### src/rtl/acq_seq.sv
// acq_seq -- acquisition write sequencer for a circular sample buffer.
//
// Fills a pre-trigger window, keeps writing circularly until a trigger is
// accepted, optionally skips a number of sample strobes, and then fills the
// post-trigger window before flagging the buffer as full.
//
// Ports
//   Mclk      in   sole clock, rising edge
//   nReset    in   asynchronous active-low reset
//   Arm       in   start an acquisition (accepted in IDLE or DONE only)
//   Abort     in   cancel the acquisition (takes priority over Arm)
//   SmplEn    in   ADC sample strobe
//   Trig      in   trigger event (only honoured while waiting for it)
//   Depth     in   buffer depth in samples, 0 selects 2^ADDR_W
//   PerCnt    in   pre-trigger sample count
//   Delay     in   post-trigger delay in sample strobes
//   WrEn      out  buffer write enable for the current cycle
//   Wptr      out  buffer write address
//   TrigAddr  out  Wptr captured in the trigger cycle
//   Busy      out  acquisition in progress
//   Ready     out  pre-trigger fill complete
//   Trigd     out  trigger accepted
//   Full      out  acquisition complete
//
// state     | meaning
// ----------+-----------------------------------------------------------
// IDLE      | waiting for Arm, no writes
// PREFILL   | writing the first PerCnt samples
// WAIT_TRIG | circular writes until Trig
// DELAY     | no writes, counting Delay sample strobes
// POSTFILL  | writing PostCnt samples after the trigger
// DONE      | buffer complete, Wptr held, waiting for a new Arm

module acq_seq #(
    parameter int ADDR_W = 12,
    parameter int DLY_W  = 32
) (
    input  logic              Mclk,
    input  logic              nReset,
    input  logic              Arm,
    input  logic              Abort,
    input  logic              SmplEn,
    input  logic              Trig,
    input  logic [ADDR_W-1:0] Depth,
    input  logic [ADDR_W-1:0] PerCnt,
    input  logic [DLY_W-1:0]  Delay,
    output logic              WrEn,
    output logic [ADDR_W-1:0] Wptr,
    output logic [ADDR_W-1:0] TrigAddr,
    output logic              Busy,
    output logic              Ready,
    output logic              Trigd,
    output logic              Full
);

    // One extra bit so a depth of 2^ADDR_W is representable.
    localparam int CW = ADDR_W + 1;

    typedef enum logic [2:0] {
        S_IDLE,
        S_PREFILL,
        S_WAIT_TRIG,
        S_DELAY,
        S_POSTFILL,
        S_DONE
    } state_t;

    state_t state, state_nxt;

    logic [CW-1:0]    depth_q;
    logic [CW-1:0]    per_q;
    logic [CW-1:0]    post_q;
    logic [DLY_W-1:0] dly_q;

    logic [CW-1:0]    pre_cnt;
    logic [CW-1:0]    post_cnt;
    logic [DLY_W-1:0] dly_cnt;

    logic [CW-1:0]    depth_eff;
    logic [CW-1:0]    per_ext;
    logic [CW-1:0]    per_clamp;

    logic arm_acc;
    logic trig_acc;
    logic wr;
    logic wr_adv;
    logic dly_adv;
    logic busy_c;
    logic wrap;

    // Settings as they would be latched by an Arm this cycle.
    always_comb begin
        depth_eff = (Depth == '0) ? (CW'(1) << ADDR_W) : CW'(Depth);
        per_ext   = CW'(PerCnt);
        per_clamp = (per_ext >= depth_eff) ? (depth_eff - CW'(1)) : per_ext;
    end

    assign wrap = ({1'b0, Wptr} == (depth_q - CW'(1)));

    always_ff @(posedge Mclk or negedge nReset) begin
        if (!nReset) begin
            state <= S_IDLE;
        end else begin
            state <= state_nxt;
        end
    end

    always_comb begin
        state_nxt = state;
        arm_acc   = 1'b0;
        trig_acc  = 1'b0;
        wr        = 1'b0;
        dly_adv   = 1'b0;
        busy_c    = 1'b0;

        case (state)
            S_IDLE: begin
                if (Arm) begin
                    arm_acc   = 1'b1;
                    state_nxt = S_PREFILL;
                end
            end
            S_PREFILL: begin
                busy_c = 1'b1;
                // The count only equals PerCnt here when PerCnt is zero:
                // leave without writing.
                if (pre_cnt == per_q) begin
                    state_nxt = S_WAIT_TRIG;
                end else if (SmplEn) begin
                    wr = 1'b1;
                    if (pre_cnt + CW'(1) == per_q) begin
                        state_nxt = S_WAIT_TRIG;
                    end
                end
            end
            S_WAIT_TRIG: begin
                busy_c = 1'b1;
                wr     = SmplEn;
                if (Trig) begin
                    trig_acc  = 1'b1;
                    state_nxt = (dly_q != '0) ? S_DELAY : S_POSTFILL;
                end
            end
            S_DELAY: begin
                busy_c = 1'b1;
                if (SmplEn) begin
                    dly_adv = 1'b1;
                    if (dly_cnt + DLY_W'(1) == dly_q) begin
                        state_nxt = S_POSTFILL;
                    end
                end
            end
            S_POSTFILL: begin
                busy_c = 1'b1;
                wr     = SmplEn;
                if (SmplEn && (post_cnt + CW'(1) == post_q)) begin
                    state_nxt = S_DONE;
                end
            end
            S_DONE: begin
                if (Arm) begin
                    arm_acc   = 1'b1;
                    state_nxt = S_PREFILL;
                end
            end
            default: begin
                state_nxt = S_IDLE;
            end
        endcase

        if (Abort) begin
            state_nxt = S_IDLE;
            arm_acc   = 1'b0;
            trig_acc  = 1'b0;
            dly_adv   = 1'b0;
        end
    end

    assign WrEn   = wr;
    assign Busy   = busy_c;
    // Wptr is held on an Abort edge even if a sample is strobed alongside it.
    assign wr_adv = wr && !Abort;

    always_ff @(posedge Mclk or negedge nReset) begin
        if (!nReset) begin
            depth_q  <= '0;
            per_q    <= '0;
            post_q   <= '0;
            dly_q    <= '0;
            pre_cnt  <= '0;
            post_cnt <= '0;
            dly_cnt  <= '0;
            Wptr     <= '0;
            TrigAddr <= '0;
            Ready    <= 1'b0;
            Trigd    <= 1'b0;
            Full     <= 1'b0;
        end else begin
            if (arm_acc) begin
                depth_q  <= depth_eff;
                per_q    <= per_clamp;
                post_q   <= depth_eff - per_clamp;
                dly_q    <= Delay;
                pre_cnt  <= '0;
                post_cnt <= '0;
                dly_cnt  <= '0;
                Wptr     <= '0;
            end else begin
                if (wr_adv) begin
                    Wptr <= wrap ? '0 : Wptr + ADDR_W'(1);
                    if (state == S_PREFILL) begin
                        pre_cnt <= pre_cnt + CW'(1);
                    end
                    if (state == S_POSTFILL) begin
                        post_cnt <= post_cnt + CW'(1);
                    end
                end
                if (dly_adv) begin
                    dly_cnt <= dly_cnt + DLY_W'(1);
                end
            end

            if (trig_acc) begin
                TrigAddr <= Wptr;
            end

            if (Abort || arm_acc) begin
                Ready <= 1'b0;
                Trigd <= 1'b0;
                Full  <= 1'b0;
            end else begin
                if (state == S_PREFILL && state_nxt == S_WAIT_TRIG) begin
                    Ready <= 1'b1;
                end
                if (trig_acc) begin
                    Trigd <= 1'b1;
                end
                if (state == S_POSTFILL && state_nxt == S_DONE) begin
                    Full <= 1'b1;
                end
            end
        end
    end

endmodule
### config.mk
export PLATFORM = sky130hd
export DESIGN_NAME = acq_seq
export DESIGN_NICKNAME = d
export VERILOG_FILES = /design/src/rtl/acq_seq.sv
export SDC_FILE = /design/constraint.sdc
export NUM_CORES = 1
export LEC_CHECK = 0
export BUFFER_PORTS_ARGS = -buffer_cell sky130_fd_sc_hd__buf_2
export CORE_MARGIN = 10
export CORE_UTILIZATION = 60
export CTS_BUF_LIST = sky130_fd_sc_hd__clkbuf_8
export DETAILED_ROUTE_END_ITERATION = 7
export GPL_TIMING_DRIVEN = 0
export HOLD_SLACK_MARGIN = 0.03
export PLACE_DENSITY = 0.81
export SKIP_LAST_GASP = 1
export SYNTH_ARGS = -nofsm -noshare
export SYNTH_HDL_FRONTEND = slang
export SYNTH_SLANG_ARGS = --single-unit
### constraint.sdc
create_clock -name Mclk -period 3.7 [get_ports Mclk]
set_clock_uncertainty 0.2 [all_clocks]
set_input_delay 0.555 -clock Mclk [delete_from_list [all_inputs] [get_ports Mclk]]
set_output_delay 0.555 -clock Mclk [all_outputs]
set_load 0.005 [all_outputs]
==> run_results.csv <==
group,metric,value,unit
run_status,status,"finished, violations left",
run_status,violations,"negative setup slack",
worst_hold_path,hold_start,"Delay[30]",
synth,synthCells,1314,
synth,syn-cell-area,10900,um^2
pwr,p_switching,2.03,mW
sta,final.setup.worst_slack,-1120,ps
placement,dp.cells,1634,
global_routing,antenna_found_initial,0,
worst_hold_path,hold-path-endpoint,"dly_q[30]$_DFFE_PN0P_",
pwr,pwr-share-comb,0.329,
final_layout,diodes,0,
clocking,cts.htree.levels,4,
clocking,cts.clk_slew.worst_paths,90,ps
pwr,internal_power,3.44,mW
global_routing,grt-ovfl-total,0,
critical_path,rrSetupSlack,130,ps
detailed_routing,wire_per_inst,20.4,um
die,die_w,155,um
final_layout,fin_nets,1561,
detailed_routing,via_per_inst,6.35,
critical_path,endpoint_kind,"register",
sta,hold_violations,0,
final_layout,num-fill-cells,1335,
synth,yosysTopAreaCell,"dfrtp_1",
clocking,cts_buffer_depth,2,
die,die_area,23900,um^2
synth,seq_area_frac_synth,0.366,
global_routing,grt_pass1_vias,10500,
detailed_routing,vias,10900,
clocking,clock_sinks,159,
critical_path,ff2ff_path_depth,10,
die,die_h,155,um
final_layout,post-route-util,0.722,
pwr,power.share.switching,0.371,
synth,synth_nets,1407,
synth,ys_ff_latch,159,
synth,synth_area_leaders,"dfrtp_1 (37%), nand2_1 (7.7%), xnor2_1 (6.3%)",
die,coreArea,17900,um^2
synth,syn_avg_cell_area,8.28,um^2
critical_path,critical_path_class,"in2reg",
detailed_routing,drcViolationCount,0,
pwr,power_density,424,nW/um^2
synth,synth-async-reset-ratio,1.00,
placement,routabilityCongestion,0.956,
detailed_routing,ant_nets,0,
die,ios,91,
detailed_routing,routed_wl,34800,um
detailed_routing,dr.pass1.iters,6,
clocking,numCtsBuffers,17,
sta,setup_viol,12,
detailed_routing,drt_iter0_markers,978,
pwr,vdd_drop_max,0.274,mV
worst_hold_path,hold_depth,3,
worst_hold_path,min_path_type,"in2reg",
final_layout,area.growth.synth_to_final,18.8,%
critical_path,r2r-start,"dly_cnt[0]$_DFFE_PN0P_",
critical_path,startpoint_type,"input port",
pwr,seqPwrFrac,0.423,
sta,drv_slew,0,
critical_path,cp_max_fo,4,
clocking,clock-root-buffer,"clkbuf_8",
global_routing,grt_pass1_wl,53700,um
final_layout,layout.cells.non_filler,1710,
clocking,cts_tree,"yes",
sta,relSlewSlack,0.436,
run,drv_cap,0,
critical_path,r2r-end,"state[2]$_DFF_PN0_",
critical_path,cp.arrival,4970,ps
sta,finalCritPeriodShare,1.30,
pwr,p_clk_frac,0.248,
synth,yosysWarnings,0,
sta,max_freq,207,MHz
sta,fin_crit,4820,ps
placement,port_buffers,90,
die,initial_utilization,0.608,
synth,yosys_most_used_dff,"dfrtp_1",
sta,rsz0062_at_grt,"yes",
synth,yosysUniqueCellTypes,78,
synth,synth_enable_flop_cells,0,
placement,hpwlAfterDp,23400,um
pwr,power.leakage,5.67,nW
clocking,worstSkewPairLatency,480,ps
sta,tightest_slew,842,ps
global_routing,track_usage,0.273,
critical_path,required,3850,ps
final_layout,drive_gt1_frac,0.205,
critical_path,crit_path_start,"Depth[1]",
synth,yosysTopAreaCellShare,0.366,
die,rows,49,
global_routing,grt_max_degree,88,
## cell usage after synthesis, types with 7 or more instances
cell / n
nor3_1: 36
nand4_1: 27
nor4_1: 20
inv_1: 42
clkbuf_1: 57
o41ai_1: 9
a31oi_1: 10
or3_1: 9
buf_4: 12
o211ai_1: 7
buf_2: 10
or2_2: 13
and2_1: 7
nor2b_1: 11
o22ai_1: 10
dfrtp_1: 159
nor2_1: 76
ha_1: 30
a21o_1: 7
and4_1: 9
and3_1: 20
mux2_2: 17
nand3_1: 51
nand2b_1: 12
o31ai_1: 38
xor2_1: 40
mux2i_1: 8
nand2_1: 222
o21ai_0: 114
a21oi_1: 57
xnor2_1: 78
## worst max-delay path: stages
cell	delay [ps]
buf_12	110
inv_12	40
ha_4	130
nor3b_4	220
nand4_1	180
clkbuf_8	210
nand2_4	80
inv_4	40
ha_4	250
nand2b_4	110
a21o_1	150
a21oi_2	70
o21ai_1	130
o211ai_1	140
a21oi_2	270
clkbuf_8	210
a21oi_4	70
nor2_2	150
ha_2	210
fa_2	240
nor2b_4	50
o21ai_2	150
a21boi_2	80
o211ai_1	310
a21oi_2	140
o31ai_2	380
xnor2_1	170
o21ai_1	90
## area by class of cell
class                           instances  area, um^2  area share
Inverter                               42         185      0.0143
Sequential cell                       159        3980       0.308
Clock buffer                           18         248      0.0192
Timing Repair Buffer                  135         870      0.0673
Buffer                                 81         393      0.0304
Multi-Input combinational cell       1032        6800       0.526
Clock inverter                         14         156      0.0121
Tap cell                              229         287      0.0222
## registers in the layout, indices dropped and copies added, names as in the netlist, 3 cells and up
register,cells
per_q,13
TrigAddr,12
state,3
dly_cnt,32
pre_cnt,13
Wptr,12
post_cnt,13
dly_q,32
depth_q,13
post_q,13
## per-layer routing
layer,wire [um],GRT usage,vias to the layer above
met5,0,0,-
met4,1800,0.149,0
met3,2300,0.0516,146
met2,17300,0.461,533
met1,13500,0.320,5201
li1,-,-,4975
## layout by cell type (no fill, tap or decap), types with 10 or more instances in the layout
master      n
and3_1     19
o21ai_1    12
nor2_1     74
nor4_1     17
nand2b_1   11
o22ai_1    10
a31oi_1    10
mux2_2     16
nand3_1    51
o21ai_0    99
buf_2      94
nand4_1    27
xor2_1     39
xnor2_1    74
clkbuf_1   54
o31ai_1    34
buf_4      55
inv_1      40
nand2_1   218
dfrtp_1   159
nor3_1     28
ha_1       18
a21oi_1    48
clkbuf_8   20
## timing repair
action,in CTS,in global routing
setup endpoints to repair,12,15
setup buffers,31,14
hold endpoints to repair,72,0
pin swaps,41,19
hold buffers,1,0
resized for setup,60,30
## stage by stage
step | cell area (um^2) | total power, mW | hold WS (ps) | worst slack, ps | TNS, ps
after global routing | 12900 | 5.74 | 50.6 | -1280 | -10480
after detailed placement | 11800 | 3.84 | 280 | -1880 | -18220
final | 12900 | 5.47 | 59.0 | -1120 | -9140
after floorplan | 11000 | 3.33 | 59.4 | -1040 | -6660
after CTS | 12700 | 5.29 | 51.2 | -676 | -4530
after global placement | 11800 | 3.78 | 271 | -1830 | -99180
## power by group through the flow
| stage | Clock [mW] | Combinational [mW] | Sequential, mW |
|---|---|---|---|
| after floorplan | 0 | 1.08 | 2.25 |
| after global placement | 0 | 1.45 | 2.33 |
| after detailed placement | 0 | 1.50 | 2.34 |
| after CTS | 1.36 | 1.63 | 2.30 |
| after global routing | 1.44 | 1.95 | 2.35 |
| final | 1.36 | 1.80 | 2.31 |
## cell families (layout without fill, tap and decap cells)
logic type                 after synthesis  after routing  share of synthesized area
xor gates and xnor gates               119            119                     0.0965
muxes                                   25             25                     0.0250
adders and majority gates               31             31                     0.0363
and+or+nand+nor                        556            556                      0.258
buffers and inverters                  123            290                     0.0477
AOI/OAI and AO/OA                      301            301                      0.171
DFF                                    159            159                      0.366
## worst max-delay path by stage
stage / to / slack (ps)
floorplan: post_q[10]$_DFFE_PN0P_ / -1040
global placement: post_q[10]$_DFFE_PN0P_ / -1830
detailed placement: post_q[10]$_DFFE_PN0P_ / -1880
CTS: post_q[10]$_DFFE_PN0P_ / -680
global route: post_q[12]$_DFFE_PN0P_ / -1280
finish: post_q[12]$_DFFE_PN0P_ / -1120
(Power assumes the default switching activity.)
